### src/rtl/rtc_apb_pkg.sv
// Shared types and RTC register map for the RTC APB initiator.
package rtc_apb_pkg;

    typedef enum logic [1:0] {
        IDLE   = 2'd0,
        SETUP  = 2'd1,
        ACCESS = 2'd2,
        ERR    = 2'd3
    } apb_state_t;

    localparam logic [11:0] RTCDR   = 12'h200;
    localparam logic [11:0] RTCMR   = 12'h204;
    localparam logic [11:0] RTCLR   = 12'h208;
    localparam logic [11:0] RTCCR   = 12'h20C;
    localparam logic [11:0] RTCIMSC = 12'h210;
    localparam logic [11:0] RTCRIS  = 12'h214;
    localparam logic [11:0] RTCMIS  = 12'h218;
    localparam logic [11:0] RTCICR  = 12'h21C;

    function automatic logic addr_aligned(input logic [1:0] addr_lsb);
        return addr_lsb == 2'b00;
    endfunction

endpackage

### src/rtl/rtc_apb_initiator_if.sv
// APB3 bus bundle between the initiator and the RTC register bank.
interface rtc_apb_initiator_if #(
    parameter int ADDR_WIDTH = 12,
    parameter int DATA_WIDTH = 32
);
    logic                  PSEL;
    logic                  PENABLE;
    logic                  PWRITE;
    logic [ADDR_WIDTH-1:0] PADDR;
    logic [DATA_WIDTH-1:0] PWDATA;
    logic [DATA_WIDTH-1:0] PRDATA;
    logic                  PREADY;
    logic                  PSLVERR;

    modport master (
        output PSEL, PENABLE, PWRITE, PADDR, PWDATA,
        input  PRDATA, PREADY, PSLVERR
    );

    modport slave (
        input  PSEL, PENABLE, PWRITE, PADDR, PWDATA,
        output PRDATA, PREADY, PSLVERR
    );
endinterface

### src/rtl/apb_wait_timer.sv
// Wait-state counter for the ACCESS phase; flags the stalled cycle that reaches LIMIT.
module apb_wait_timer #(
    parameter int unsigned LIMIT = 64
) (
    input  logic PCLK,
    input  logic PRESETn,
    input  logic clear,
    input  logic enable,
    output logic expired
);
    localparam int unsigned CNT_W = (LIMIT > 0) ? $clog2(LIMIT + 1) : 1;
    localparam logic [CNT_W-1:0] LAST = CNT_W'(LIMIT - 1);

    logic [CNT_W-1:0] count;

    always_ff @(posedge PCLK or negedge PRESETn) begin
        if (!PRESETn) begin
            count <= '0;
        end else if (clear) begin
            count <= '0;
        end else if (enable) begin
            count <= count + 1'b1;
        end
    end

    // Fires on the stalled edge that would bring the count to LIMIT; LIMIT=0 never fires.
    assign expired = (LIMIT != 0) && enable && (count == LAST);

endmodule

### src/rtl/rtc_apb_initiator.sv
// APB3 requester: turns single-beat valid/ready commands into SETUP/ACCESS transfers
// toward the RTC register bank and reports each outcome as a one-cycle response pulse.
//
//  state  | meaning
//  IDLE   | ready for a command, bus idle (PSEL=0)
//  SETUP  | APB setup phase, PSEL=1 PENABLE=0, wait timer cleared
//  ACCESS | APB access phase, waiting on PREADY or timeout
//  ERR    | misaligned command rejected without a bus transfer
module rtc_apb_initiator
    import rtc_apb_pkg::*;
#(
    parameter int DATA_WIDTH     = 32,
    parameter int ADDR_WIDTH     = 12,
    parameter int TIMEOUT_CYCLES = 64
) (
    input  logic                  PCLK,
    input  logic                  PRESETn,

    input  logic                  cmd_valid,
    output logic                  cmd_ready,
    input  logic                  cmd_write,
    input  logic [ADDR_WIDTH-1:0] cmd_addr,
    input  logic [DATA_WIDTH-1:0] cmd_wdata,

    output logic                  rsp_valid,
    output logic [DATA_WIDTH-1:0] rsp_rdata,
    output logic                  rsp_err,
    output logic                  rsp_timeout,
    output logic                  busy,

    rtc_apb_initiator_if.master   apb
);
    apb_state_t state;
    logic       wait_expired;

    apb_wait_timer #(
        .LIMIT (TIMEOUT_CYCLES)
    ) u_wait_timer (
        .PCLK    (PCLK),
        .PRESETn (PRESETn),
        .clear   (state == SETUP),
        .enable  ((state == ACCESS) && !apb.PREADY),
        .expired (wait_expired)
    );

    assign busy = (state != IDLE);

    always_ff @(posedge PCLK or negedge PRESETn) begin
        if (!PRESETn) begin
            state       <= IDLE;
            cmd_ready   <= 1'b0;
            rsp_valid   <= 1'b0;
            rsp_rdata   <= '0;
            rsp_err     <= 1'b0;
            rsp_timeout <= 1'b0;
            apb.PSEL    <= 1'b0;
            apb.PENABLE <= 1'b0;
            apb.PWRITE  <= 1'b0;
            apb.PADDR   <= '0;
            apb.PWDATA  <= '0;
        end else begin
            rsp_valid <= 1'b0;
            case (state)
                IDLE: begin
                    if (cmd_valid && cmd_ready) begin
                        cmd_ready <= 1'b0;
                        if (addr_aligned(cmd_addr[1:0])) begin
                            state      <= SETUP;
                            apb.PSEL   <= 1'b1;
                            apb.PWRITE <= cmd_write;
                            apb.PADDR  <= cmd_addr;
                            apb.PWDATA <= cmd_write ? cmd_wdata : '0;
                        end else begin
                            state <= ERR;
                        end
                    end else begin
                        cmd_ready <= 1'b1;
                    end
                end
                SETUP: begin
                    state       <= ACCESS;
                    apb.PENABLE <= 1'b1;
                end
                ACCESS: begin
                    // PREADY takes priority over a timeout landing on the same edge.
                    if (apb.PREADY) begin
                        state       <= IDLE;
                        cmd_ready   <= 1'b1;
                        apb.PSEL    <= 1'b0;
                        apb.PENABLE <= 1'b0;
                        rsp_valid   <= 1'b1;
                        rsp_err     <= apb.PSLVERR;
                        rsp_timeout <= 1'b0;
                        rsp_rdata   <= (!apb.PWRITE && !apb.PSLVERR) ? apb.PRDATA : '0;
                    end else if (wait_expired) begin
                        state       <= IDLE;
                        cmd_ready   <= 1'b1;
                        apb.PSEL    <= 1'b0;
                        apb.PENABLE <= 1'b0;
                        rsp_valid   <= 1'b1;
                        rsp_err     <= 1'b1;
                        rsp_timeout <= 1'b1;
                        rsp_rdata   <= '0;
                    end
                end
                ERR: begin
                    state       <= IDLE;
                    cmd_ready   <= 1'b1;
                    rsp_valid   <= 1'b1;
                    rsp_err     <= 1'b1;
                    rsp_timeout <= 1'b0;
                    rsp_rdata   <= '0;
                end
                default: begin
                    state       <= IDLE;
                    cmd_ready   <= 1'b0;
                    apb.PSEL    <= 1'b0;
                    apb.PENABLE <= 1'b0;
                end
            endcase
        end
    end

endmodule
### src/flat_wrapper.sv
// flat-port wrapper written by rule: the top's interface ports become plain ports
module rtc_apb_initiator_flat import rtc_apb_pkg::*;
#(
    parameter int DATA_WIDTH     = 32,
    parameter int ADDR_WIDTH     = 12,
    parameter int TIMEOUT_CYCLES = 64
)
  (PCLK, PRESETn, cmd_valid, cmd_ready, cmd_write, cmd_addr, cmd_wdata, rsp_valid, rsp_rdata, rsp_err, rsp_timeout, busy, apb_PSEL, apb_PENABLE, apb_PWRITE, apb_PADDR, apb_PWDATA, apb_PRDATA, apb_PREADY, apb_PSLVERR);
  rtc_apb_initiator_if #(.ADDR_WIDTH(ADDR_WIDTH), .DATA_WIDTH(DATA_WIDTH)) apb_i ();
  input  logic PCLK;
  input  logic PRESETn;
  input  logic cmd_valid;
  output logic cmd_ready;
  input  logic cmd_write;
  input  logic [ADDR_WIDTH-1:0] cmd_addr;
  input  logic [DATA_WIDTH-1:0] cmd_wdata;
  output logic rsp_valid;
  output logic [DATA_WIDTH-1:0] rsp_rdata;
  output logic rsp_err;
  output logic rsp_timeout;
  output logic busy;
  output wire logic [$bits(apb_i.PSEL)-1:0] apb_PSEL;
  output wire logic [$bits(apb_i.PENABLE)-1:0] apb_PENABLE;
  output wire logic [$bits(apb_i.PWRITE)-1:0] apb_PWRITE;
  output wire logic [$bits(apb_i.PADDR)-1:0] apb_PADDR;
  output wire logic [$bits(apb_i.PWDATA)-1:0] apb_PWDATA;
  input wire logic [$bits(apb_i.PRDATA)-1:0] apb_PRDATA;
  input wire logic [$bits(apb_i.PREADY)-1:0] apb_PREADY;
  input wire logic [$bits(apb_i.PSLVERR)-1:0] apb_PSLVERR;
  assign apb_PSEL = apb_i.PSEL;
  assign apb_PENABLE = apb_i.PENABLE;
  assign apb_PWRITE = apb_i.PWRITE;
  assign apb_PADDR = apb_i.PADDR;
  assign apb_PWDATA = apb_i.PWDATA;
  assign apb_i.PRDATA = apb_PRDATA;
  assign apb_i.PREADY = apb_PREADY;
  assign apb_i.PSLVERR = apb_PSLVERR;
  rtc_apb_initiator #(.DATA_WIDTH(DATA_WIDTH), .ADDR_WIDTH(ADDR_WIDTH), .TIMEOUT_CYCLES(TIMEOUT_CYCLES)) u_core (.PCLK(PCLK), .PRESETn(PRESETn), .cmd_valid(cmd_valid), .cmd_ready(cmd_ready), .cmd_write(cmd_write), .cmd_addr(cmd_addr), .cmd_wdata(cmd_wdata), .rsp_valid(rsp_valid), .rsp_rdata(rsp_rdata), .rsp_err(rsp_err), .rsp_timeout(rsp_timeout), .busy(busy), .apb(apb_i));
endmodule
### config.mk
export PLATFORM = sky130hd
export DESIGN_NAME = rtc_apb_initiator_flat
export DESIGN_NICKNAME = d
export VERILOG_FILES = /design/src/rtl/rtc_apb_pkg.sv /design/src/rtl/rtc_apb_initiator_if.sv /design/src/rtl/apb_wait_timer.sv /design/src/rtl/rtc_apb_initiator.sv /design/src/flat_wrapper.sv
export SDC_FILE = /design/constraint.sdc
export NUM_CORES = 1
export LEC_CHECK = 0
export BUFFER_PORTS_ARGS = -buffer_cell sky130_fd_sc_hd__buf_2
export CORE_UTILIZATION = 50
export DETAILED_ROUTE_END_ITERATION = 16
export GPL_TIMING_DRIVEN = 0
export PLACE_DENSITY = 0.82
export SYNTH_ARGS = -nofsm -noshare
export SYNTH_HDL_FRONTEND = slang
export SYNTH_SLANG_ARGS = --single-unit
### constraint.sdc
create_clock -name PCLK -period 5.5 [get_ports PCLK]
set_input_delay 0.55 -clock PCLK [delete_from_list [all_inputs] [get_ports PCLK]]
set_output_delay 0.55 -clock PCLK [all_outputs]
set_load 0.005 [all_outputs]
==> results of run 1 <==
==> kinds of logic (layout without fill, tap and decap cells) <==
| group | Yosys count | in the layout |
|---|---|---|
| buffers and inverters | 64 | 245 |
| AND/OR/NAND/NOR | 91 | 91 |
| adder cells (fa/ha/maj) | 5 | 5 |
| flip-flops | 92 | 92 |
| multiplexers | 47 | 47 |
| AO/OA/AOI/OAI | 90 | 90 |
| XOR/XNOR | 2 | 2 |
==> through the flow <==
stage | cell area (um^2) | utilization
2_1_floorplan | 4099 | -
3_3_place_gp | 5047 | 0.6432
3_5_place_dp | 5077 | 0.6470
4_1_cts | 5279 | 0.6727
5_1_grt | 5279 | 0.6727
6_report | 5279 | 0.6727
==> synth_stat cells (2+ instances only) <==
library cell,instances,area (um^2)
sky130_fd_sc_hd__and2_1,2,12.51
sky130_fd_sc_hd__buf_6,5,56.30
sky130_fd_sc_hd__a21oi_1,6,30.03
sky130_fd_sc_hd__mux2i_1,36,360.4
sky130_fd_sc_hd__nand2_1,66,247.7
sky130_fd_sc_hd__or3_1,3,18.77
sky130_fd_sc_hd__ha_1,5,62.56
sky130_fd_sc_hd__o21ai_0,67,335.3
sky130_fd_sc_hd__buf_2,2,10.01
sky130_fd_sc_hd__mux2_4,6,90.09
sky130_fd_sc_hd__inv_1,40,150.1
sky130_fd_sc_hd__a211oi_1,5,37.54
sky130_fd_sc_hd__nor2_1,7,26.28
sky130_fd_sc_hd__a31oi_1,2,12.51
sky130_fd_sc_hd__mux2_2,5,56.30
sky130_fd_sc_hd__dfrtp_1,92,2302
sky130_fd_sc_hd__o22a_1,2,17.52
sky130_fd_sc_hd__clkbuf_1,16,60.06
==> sequential cells by signal (all words and copies together), names as in the netlist, 2 cells and up <==
register and flops:
u_core.apb.PWDATA 32, u_core.state 2, u_core.u_wait_timer.count 7, u_core.apb.PADDR 12, u_core.rsp_rdata 32
==> routing by layer <==
layer / vias up / share of wire / GRT usage
met4: 0 / 0.025 / 0.1016
met2: 93 / 0.53 / 0.4000
met1: 1646 / 0.41 / 0.2858
li1: 1649 / - / -
met5: - / 0 / 0
met3: 22 / 0.039 / 0.04105
==> layout make-up <==
class,count,area share
well taps,102,0.02418
flip-flops and latches,92,0.4361
multi-input cells,235,0.2873
clock buffers,11,0.02678
inverters,40,0.02844
clock inverters,5,0.01138
plain buffers,24,0.02465
repair buffers,165,0.1612
==> power by group through the flow <==
stage / sequential (uW) / clock, uW / combinational, uW
floorplan: 1090 / 0 / 495
global placement: 1060 / 0 / 889
detailed placement: 1080 / 0 / 929
CTS: 1070 / 470 / 931
global route: 1100 / 499 / 1020
finish: 1070 / 465 / 919
==> worst paths after layout <==
check,from,end,slack [ns],cells after the start
setup reg to reg,u_core.state[0],u_core.rsp_rdata[10],3.37,5
hold reg to reg,u_core.apb.PADDR[1],u_core.apb.PADDR[1],0.49,1
setup / recovery,u_core.state[0],busy,3.08,5
max in group asynchronous,PRESETn,u_core.rsp_rdata[9],4.66,2
min in group PCLK,apb_PRDATA[23],u_core.rsp_rdata[23],0.43,3
hold / removal,PRESETn,u_core.apb.PWDATA[3],0.20,1
==> impl_metrics.env, run 1 <==
export IMPL_run_status="finished clean"
export IMPL_synthXorXnorAreaFrac=0.004274
export IMPL_cts_tree="yes"
export IMPL_layout_setup_ws_ns=3.085
export IMPL_path_cells="inv_1, ha_1, inv_1, clkbuf_1, buf_2"
export IMPL_synth_edf_count=0
export IMPL_grt_ovfl_total=0
export IMPL_worst_vdd_rail_ir_drop_mv=0.2427
export IMPL_worst_setup_path_end_kind="output pin"
export IMPL_instance_count_of_the_mapped_netlist=391
export IMPL_hold_path_class="input port to asynchronous set/reset pin"
export IMPL_arrival_ns=1.87
export IMPL_clock_tree_htree_level_count=3
export IMPL_top_level_ports=166
export IMPL_pwr_share_comb=0.375
export IMPL_total_area_of_multi_input_combinational_cells_mm2=0.001516
export IMPL_design_final_nets=654
export IMPL_crit_path_max_fanout=10
export IMPL_synth_compound_gate_area_share=0.1264
export IMPL_initial_core_util=0.5223
export IMPL_crit_top_cell="sky130_fd_sc_hd__inv_1"
export IMPL_synth_sequential_area_ratio=0.5617
export IMPL_clkSinkCount=92
export IMPL_max_freq_mhz=414.0
export IMPL_post_drt_wl_per_cell_um=14.23
export IMPL_slowest_delay_ns=0.44
export IMPL_detail_route_drc_violations=0
export IMPL_synth_warnings=0
export IMPL_postCtsHoldBufs=0
export IMPL_final_common_cell="sky130_fd_sc_hd__buf_2"
export IMPL_cellPowerDensity_mw_per_mm2=464.3
export IMPL_root_buffer="sky130_fd_sc_hd__clkbuf_8"
export IMPL_routed_via_count=3410
export IMPL_clk_path_buf_depth=2
export IMPL_cpMaxStageDelayCell="sky130_fd_sc_hd__dfrtp_1"
export IMPL_die_area_mm2=0.008564
export IMPL_cp_data_required_time_ns=4.95
export IMPL_slew_headroom=0.5963
export IMPL_path_clk_slew_ns=0.09
export IMPL_critical_path_top_delay_family="buffers and inverters"
export IMPL_grt_pass1_wl_um=15650
export IMPL_most_common_layout_cells="sky130_fd_sc_hd__buf_2, sky130_fd_sc_hd__dfrtp_1, sky130_fd_sc_hd__o21ai_0"
export IMPL_area_inside_the_core_boundary_mm2=0.007848
export IMPL_number_of_antenna_violations_at_the_first_check_in_global_routing=0
export IMPL_final_layout_size_suffix_gt1_frac=0.3514
export IMPL_timing_final_crit_period_ns=2.415
export IMPL_final_setup_skew_ns=0.009140
export IMPL_synth_top_family_by_area="compound AO/OA/AOI/OAI gates"
export IMPL_wl_um=9591
export IMPL_dp_slack_ns=3.430
export IMPL_num_rows=32
export IMPL_pin_count_of_the_biggest_net_entering_global_routing=48
export IMPL_cts_repair_resizes=0
export IMPL_pwr_share_clk=0.190
export IMPL_worst_setup_path_start_kind="register"
export IMPL_viasPerCell=5.059
export IMPL_distinct_cell_type_count_after_synthesis=42
export IMPL_fp_dieW_um=92.54
export IMPL_syn_to_final_growth_pct=28.79
export IMPL_drt_initial_violations=191
export IMPL_setup_repair_after_global_routing_missed_its_margin="false"
export IMPL_seq_power_share=0.435
export IMPL_timing_worst_setup_path_type="register to output pin"
export IMPL_detailedPlacementHpwl_um=7185
export IMPL_vias_in_the_first_global_route=3434
export IMPL_async_flop_share=1.000
export IMPL_clock_latency_ns=0.35
export IMPL_ys_ff_latch=92
export IMPL_timing_final_max_slew_violations=0
export IMPL_tritoncts_num_buffers=9
export IMPL_ys_flop_type="sky130_fd_sc_hd__dfrtp_1"
export IMPL_antennaDiodeCount=0
export IMPL_placedCellCount=658
export IMPL_cts_setup_buffers=0
export IMPL_port_buffers=164
export IMPL_antenna_violating_nets_post_route=0
export IMPL_yosys_area_share_simple=0.1004
export IMPL_finalSetupTns_ns=0
export IMPL_setup_viol_count_final=0
export IMPL_drv_max_cap_violation_count=0
export IMPL_track_usage=0.2323
export IMPL_synth_mux_area_fraction=0.1236
export IMPL_p_leak_uw=0.002710
export IMPL_total_power_uw=2451
export IMPL_detailedRoute_firstPassIterationCount=4
export IMPL_synth_area_mm2=0.004099
export IMPL_worst_path_buf_inv=4
export IMPL_netSwitchingFraction=0.3494
export IMPL_synthesis_area_per_instance_um2=10.48
export IMPL_net_switching_power_uw=856.2
export IMPL_layout_filler_cells=664
export IMPL_fp_dieH_um=92.54
export IMPL_gp_congestion=0.7975
export IMPL_cell_internal_pwr_uw=1595
export IMPL_hold_slack_ns=0.2004
export IMPL_postSynthNetCount=478
export IMPL_synthAdderAreaFrac=0.01526
export IMPL_worst_pin_slew_ns=0.6056
export IMPL_area_sequential_mm2=0.002302
export IMPL_final_cell_count_no_fill=674
export IMPL_hold_viol_final=0
export IMPL_post_route_period_util=0.4391
(Power assumes the default switching activity.)
==> run 2: changes to the inputs <==
--- a/config.mk
+++ b/config.mk
@@ -6,10 +6,10 @@
 export NUM_CORES = 1
 export LEC_CHECK = 0
 export BUFFER_PORTS_ARGS = -buffer_cell sky130_fd_sc_hd__buf_2
-export CORE_UTILIZATION = 50
+export CORE_UTILIZATION = 48
 export DETAILED_ROUTE_END_ITERATION = 16
 export GPL_TIMING_DRIVEN = 0
-export PLACE_DENSITY = 0.82
+export PLACE_DENSITY = 0.79
 export SYNTH_ARGS = -nofsm -noshare
 export SYNTH_HDL_FRONTEND = slang
 export SYNTH_SLANG_ARGS = --single-unit
==> constraint.sdc (replaced) <==
create_clock -name PCLK -period 2.45 [get_ports PCLK]
set_input_delay 0.245 -clock PCLK [delete_from_list [all_inputs] [get_ports PCLK]]
set_output_delay 0.245 -clock PCLK [all_outputs]
set_load 0.005 [all_outputs]
==> run 2 against run 1 <==
Global-route usage fell by 0.88 points. Register-to-register slack got worse by 3.0 ns. Die area increased by 4.1%. First-iteration DRC count decreased by 28%. Worst setup slack worse by 2.8 ns. Non-clock buffer count up 1. Worst hold slack worse by 0.084 ns. Combinational power increased by 120%. Sequential power grew 120%. Count of clock-buffer cells in the layout decreased by 1. Largest cell class unchanged. Clock power grew 150%.
==> impl_metrics.env, run 2 (synthesis results as in run 1) <==
export IMPL_detail_route_drc_violations=0
export IMPL_tritoncts_num_buffers=9
export IMPL_root_buffer="sky130_fd_sc_hd__clkbuf_8"
export IMPL_track_usage=0.2235
export IMPL_design_final_nets=655
export IMPL_setup_repair_after_global_routing_missed_its_margin="false"
export IMPL_net_switching_power_uw=1902
export IMPL_post_route_period_util=0.8675
export IMPL_clock_tree_htree_level_count=3
export IMPL_fp_dieW_um=94.41
export IMPL_clk_path_buf_depth=2
export IMPL_worst_vdd_rail_ir_drop_mv=0.5809
export IMPL_post_drt_wl_per_cell_um=14.00
export IMPL_top_level_ports=166
export IMPL_most_common_layout_cells="sky130_fd_sc_hd__buf_2, sky130_fd_sc_hd__dfrtp_1, sky130_fd_sc_hd__o21ai_0"
export IMPL_area_inside_the_core_boundary_mm2=0.008258
export IMPL_detailedPlacementHpwl_um=7124
export IMPL_layout_filler_cells=707
export IMPL_gp_congestion=0.8233
export IMPL_cts_tree="yes"
export IMPL_antenna_violating_nets_post_route=0
export IMPL_p_leak_uw=0.002726
export IMPL_max_freq_mhz=470.5
export IMPL_slowest_delay_ns=0.44
export IMPL_wl_um=9494
export IMPL_pwr_share_clk=0.203
export IMPL_viasPerCell=4.999
export IMPL_hold_viol_final=0
export IMPL_worst_setup_path_start_kind="register"
export IMPL_path_clk_slew_ns=0.10
export IMPL_finalSetupTns_ns=0
export IMPL_worst_pin_slew_ns=0.5434
export IMPL_cpMaxStageDelayCell="sky130_fd_sc_hd__dfrtp_1"
export IMPL_area_sequential_mm2=0.002302
export IMPL_antennaDiodeCount=0
export IMPL_path_cells="inv_1, ha_1, inv_1, clkbuf_1, buf_2"
export IMPL_pin_count_of_the_biggest_net_entering_global_routing=67
export IMPL_detailedRoute_firstPassIterationCount=4
export IMPL_reg_largest_list="u_core.apb.PWDATA x32, u_core.rsp_rdata x32, u_core.apb.PADDR x12"
export IMPL_slew_headroom=0.6365
export IMPL_num_rows=33
export IMPL_cellPowerDensity_mw_per_mm2=1050
export IMPL_cp_data_required_time_ns=2.20
export IMPL_rr_worst_depth=5
export IMPL_final_layout_size_suffix_gt1_frac=0.3525
export IMPL_timing_worst_setup_path_type="register to output pin"
export IMPL_syn_to_final_growth_pct=29.67
export IMPL_arrival_ns=1.88
export IMPL_die_area_mm2=0.008913
export IMPL_grt_ovfl_total=0
export IMPL_startpoint="u_core.state[0]"
export IMPL_worst_setup_path_endpoint="busy"
export IMPL_timing_final_crit_period_ns=2.125
export IMPL_grt_pass1_wl_um=15420
export IMPL_worst_setup_path_end_kind="output pin"
export IMPL_run_status="finished clean"
export IMPL_total_area_of_multi_input_combinational_cells_mm2=0.001516
export IMPL_timing_critical_path_depth=5
export IMPL_clock_latency_ns=0.35
export IMPL_pwr_share_comb=0.368
export IMPL_fp_dieH_um=94.41
export IMPL_critical_path_top_delay_family="buffers and inverters"
export IMPL_r2r_setup_slack_ns=0.39
export IMPL_reg2reg_to="u_core.rsp_rdata[16]"
export IMPL_cell_internal_pwr_uw=3679
export IMPL_final_setup_skew_ns=0.01548
export IMPL_drt_initial_violations=138
export IMPL_worst_path_buf_inv=4
export IMPL_total_power_uw=5581
export IMPL_drv_max_cap_violation_count=0
export IMPL_port_buffers=164
export IMPL_crit_path_max_fanout=10
export IMPL_post_route_util=0.6436
export IMPL_routed_via_count=3389
export IMPL_netSwitchingFraction=0.3408
export IMPL_hold_path_class="input port to register"
export IMPL_setup_viol_count_final=0
export IMPL_worst_r2r_startpoint="u_core.state[0]"
export IMPL_vias_in_the_first_global_route=3295
export IMPL_initial_core_util=0.4964
export IMPL_final_common_cell="sky130_fd_sc_hd__buf_2"
export IMPL_timing_final_max_slew_violations=0
export IMPL_clkSinkCount=92
export IMPL_number_of_antenna_violations_at_the_first_check_in_global_routing=0
export IMPL_crit_top_cell="sky130_fd_sc_hd__inv_1"
export IMPL_seq_power_share=0.428
## run 2: cell count changes in the layout (fill, tap and decap cells not counted)
cell,delta
sky130_fd_sc_hd__clkinv_2,+1
sky130_fd_sc_hd__clkinv_4,-1
sky130_fd_sc_hd__clkbuf_1,-1
sky130_fd_sc_hd__bufinv_16,+1
sky130_fd_sc_hd__dlygate4sd3_1,+1
## run 2: stage by stage
stage	std cells	hold slack [ns]	cell area (um^2)	setup WS, ns
2_1_floorplan	391	-0.05059	4099	0.6850
3_3_place_gp	660	0.4640	5051	0.3121
3_5_place_dp	661	0.1910	5081	0.3880
4_1_cts	678	0.1078	5315	0.3332
5_1_grt	678	0.1071	5315	0.1670
6_report	678	0.1162	5315	0.3246
## run 2: area by class of cell
class                   count  share of cell area
flip-flops and latches     92              0.4331
multi-input cells         235              0.2853
repair buffers            166              0.1620
inverters                  40             0.02825
clock buffers              10             0.02589
well taps                 105             0.02472
plain buffers              24             0.02448
clock inverters             6             0.01624
## run 2: worst min-delay path by stage
stage,start,end,slack [ns],cells after the start
2_1_floorplan,PRESETn,u_core.apb.PADDR[0],-0.05,0
3_3_place_gp,u_core.apb.PADDR[0],u_core.apb.PADDR[0],0.46,1
3_5_place_dp,PRESETn,u_core.rsp_rdata[30],0.19,1
4_1_cts,cmd_addr[11],u_core.apb.PADDR[11],0.11,2
5_1_grt,cmd_addr[3],u_core.apb.PADDR[3],0.11,2
6_report,cmd_addr[11],u_core.apb.PADDR[11],0.12,2
## run 2: power groups by stage
stage	Combinational, uW	Clock [uW]	Sequential (uW)
3_5_place_dp	2080	0	2410
6_report	2060	1140	2390
3_3_place_gp	1990	0	2390
2_1_floorplan	1110	0	2440
5_1_grt	2290	1230	2460
4_1_cts	2080	1160	2390
## run 2: routing by layer
metal | part of all wire | global-route usage
met3 | 0.041 | 0.03543
met4 | 0.020 | 0.09615
met1 | 0.41 | 0.2812
met2 | 0.53 | 0.3816
met5 | 0 | 0
## run 2: repair_timing
item | CTS | global route
hold endpoints to repair | 26 | 0
hold buffers | 1 | 0
setup endpoints to repair | 0 | 0
resized for setup | 0 | 0
buffers inserted | 0 | 0
==> run 3: changes to the inputs <==
--- a/config.mk
+++ b/config.mk
@@ -5,8 +5,9 @@
 export SDC_FILE = /design/constraint.sdc
 export NUM_CORES = 1
 export LEC_CHECK = 0
+export ABC_AREA = 1
 export BUFFER_PORTS_ARGS = -buffer_cell sky130_fd_sc_hd__buf_2
-export CORE_UTILIZATION = 48
+export CORE_UTILIZATION = 47
 export DETAILED_ROUTE_END_ITERATION = 16
 export GPL_TIMING_DRIVEN = 0
 export PLACE_DENSITY = 0.79
==> run 3 against run 2 <==
Clock skew fell by 0.0066 ns. Global-route usage hardly changed. Sequential cell count did not move. Largest cell class unchanged. Highest routed layer unchanged.
==> impl_metrics.env, run 3 <==
export IMPL_run_status="finished clean"
export IMPL_wl_um=8941
export IMPL_root_buffer="sky130_fd_sc_hd__clkbuf_8"
export IMPL_slew_headroom=0.6377
export IMPL_vias_in_the_first_global_route=3331
export IMPL_cts_repair_resizes=0
export IMPL_ys_flop_type="sky130_fd_sc_hd__dfrtp_1"
export IMPL_post_drt_wl_per_cell_um=12.49
export IMPL_finish_instance_area_mm2=0.004946
export IMPL_clkSinkCount=92
export IMPL_worst_pin_slew_ns=0.5434
export IMPL_num_rows=32
export IMPL_crit_path_max_fanout=10
export IMPL_setup_viol_count_final=0
export IMPL_cts_tree="yes"
export IMPL_timing_final_max_slew_violations=0
export IMPL_worst_vdd_rail_ir_drop_mv=0.5349
export IMPL_yosys_top_cells_area="sky130_fd_sc_hd__dfrtp_1, sky130_fd_sc_hd__nand2_1, sky130_fd_sc_hd__o21ai_0"
export IMPL_number_of_antenna_violations_at_the_first_check_in_global_routing=1
export IMPL_synth_sequential_area_ratio=0.6097
export IMPL_postCtsHoldBufs=1
export IMPL_finalSetupTns_ns=0
export IMPL_hold_path_class="input port to register"
export IMPL_die_area_mm2=0.008397
export IMPL_total_power_uw=5588
export IMPL_fp_dieH_um=91.64
export IMPL_routed_via_count=3402
export IMPL_reg_largest_list="u_core.apb.PWDATA x32, u_core.rsp_rdata x32, u_core.apb.PADDR x12"
export IMPL_final_layout_size_suffix_gt1_frac=0.3241
export IMPL_cp_data_required_time_ns=2.71
export IMPL_met3RoutedLength_um=560
export IMPL_pin_count_of_the_biggest_net_entering_global_routing=52
export IMPL_fp_dieW_um=91.64
export IMPL_drv_max_cap_violation_count=0
export IMPL_path_clk_slew_ns=0.09
export IMPL_synth_area_mm2=0.003776
export IMPL_clock_latency_ns=0.34
export IMPL_syn_to_final_growth_pct=30.98
export IMPL_top_layer="met4"
export IMPL_postSynthNetCount=518
export IMPL_clock_tree_htree_level_count=3
export IMPL_clk_path_buf_depth=2
export IMPL_cellPowerDensity_mw_per_mm2=1130
export IMPL_synth_edf_count=0
export IMPL_track_usage=0.2233
export IMPL_top_level_ports=166
export IMPL_async_flop_share=1.000
export IMPL_synth_commonest_cells="sky130_fd_sc_hd__nand2_1, sky130_fd_sc_hd__dfrtp_1, sky130_fd_sc_hd__o21ai_0"
export IMPL_timing_final_crit_period_ns=1.915
export IMPL_area_inside_the_core_boundary_mm2=0.007767
export IMPL_p_leak_uw=0.002850
export IMPL_distinct_cell_type_count_after_synthesis=24
export IMPL_worst_setup_path_end_kind="register"
export IMPL_drt_initial_violations=115
export IMPL_arrival_ns=2.17
export IMPL_m1WireLength_um=3964
export IMPL_final_common_cell="sky130_fd_sc_hd__nand2_1"
export IMPL_gp_congestion=0.7781
export IMPL_synth_warnings=0
export IMPL_setup_repair_after_global_routing_missed_its_margin="false"
export IMPL_instance_count_of_the_mapped_netlist=431
export IMPL_most_common_layout_cells="sky130_fd_sc_hd__nand2_1, sky130_fd_sc_hd__buf_2, sky130_fd_sc_hd__dfrtp_1"
export IMPL_synthDominantAreaCellType="sky130_fd_sc_hd__dfrtp_1"
export IMPL_layout_filler_cells=674
export IMPL_detailroute_wirelength_met2_um=4272
export IMPL_grt_pass1_wl_um=14790
export IMPL_post_route_period_util=0.7815
export IMPL_port_buffers=165
export IMPL_detail_route_drc_violations=0
export IMPL_ys_ff_latch=92
export IMPL_initial_core_util=0.4861
export IMPL_dpl_instance_area_mm2=0.004760
export IMPL_antenna_violating_nets_post_route=0
export IMPL_total_area_of_multi_input_combinational_cells_mm2=0.001291
export IMPL_hold_viol_final=0
export IMPL_viasPerCell=4.751
export IMPL_worst_setup_path_start_kind="register"
export IMPL_antennaDiodeCount=0
export IMPL_cts_setup_buffers=0
export IMPL_grt_ovfl_total=0
export IMPL_final_setup_skew_ns=0.008866
export IMPL_area_sequential_mm2=0.002302
export IMPL_max_freq_mhz=522.3
export IMPL_synthesis_area_per_instance_um2=8.761
export IMPL_synth_top_area_share=0.6097
export IMPL_detailedRoute_firstPassIterationCount=4
export IMPL_design_final_nets=696
export IMPL_synth_most_common_cell="sky130_fd_sc_hd__nand2_1"
export IMPL_detailedPlacementHpwl_um=6729
export IMPL_timing_worst_setup_path_type="register to register"
export IMPL_tritoncts_num_buffers=9
-- run 3: worst max-delay path, stage by stage, from the launching register on --
cell	delay (ns)
sky130_fd_sc_hd__dfrtp_1	0.42
sky130_fd_sc_hd__ha_1	0.22
sky130_fd_sc_hd__inv_2	0.08
sky130_fd_sc_hd__nand2_1	0.10
sky130_fd_sc_hd__nor3_2	0.25
sky130_fd_sc_hd__clkbuf_1	0.46
sky130_fd_sc_hd__nand2_1	0.11
sky130_fd_sc_hd__o21ai_0	0.19
-- run 3: worst paths after layout --
kind,start,endpoint,slack (ns),depth (start not counted)
min in group asynchronous,PRESETn,u_core.apb.PWDATA[3],0.42,2
hold reg to reg,u_core.apb.PADDR[3],u_core.apb.PADDR[3],0.48,2
setup reg to reg,u_core.state[0],u_core.rsp_rdata[25],0.54,7
hold / removal,cmd_wdata[28],u_core.apb.PWDATA[28],0.09,3
max in group asynchronous,PRESETn,u_core.apb.PADDR[0],1.40,3
setup / recovery,u_core.state[0],u_core.rsp_rdata[25],0.54,7
-- run 3: routing by layer --
layer | GRT usage | up-vias
li1 | - | 1694
met1 | 0.2791 | 1564
met2 | 0.3885 | 132
met3 | 0.03483 | 12
met4 | 0.08862 | 0
met5 | 0 | -
-- run 3: area by class of cell --
| cell class | instances | share of cell area |
|---|---|---|
| Sequential cell | 92 | 0.4655 |
| Clock buffer | 9 | 0.02504 |
| Tap cell | 102 | 0.02580 |
| Clock inverter | 7 | 0.01062 |
| Buffer | 18 | 0.02403 |
| Inverter | 17 | 0.01290 |
| Timing Repair Buffer | 167 | 0.1751 |
| Multi-Input combinational cell | 304 | 0.2611 |
-- run 3: logic make-up (layout without fill, tap and decap cells) --
family,after synthesis,in the layout,synth area share
AO/OA/AOI/OAI,46,46,0.06130
adder cells (fa/ha/maj),5,5,0.01657
buffers and inverters,35,218,0.04837
flip-flops,92,92,0.6097
AND/OR/NAND/NOR,253,253,0.2641
-- run 3: power breakdown --
group	internal (uW)	switching (uW)	total [uW]
clock	374	530	904
sequential	2190	359	2540
combinational	950	1190	2140
-- run 3: through the flow --
step           cells  utilization  hold slack, ns  setup WS [ns]
2_1_floorplan    431            -        -0.05059         0.9051
3_3_place_gp     698       0.6089          0.4396         0.3260
3_5_place_dp     699       0.6128          0.2648         0.5502
4_1_cts          716       0.6368         0.06712         0.5273
5_1_grt          716       0.6368         0.07398         0.2858
6_report         716       0.6368         0.08756         0.5354
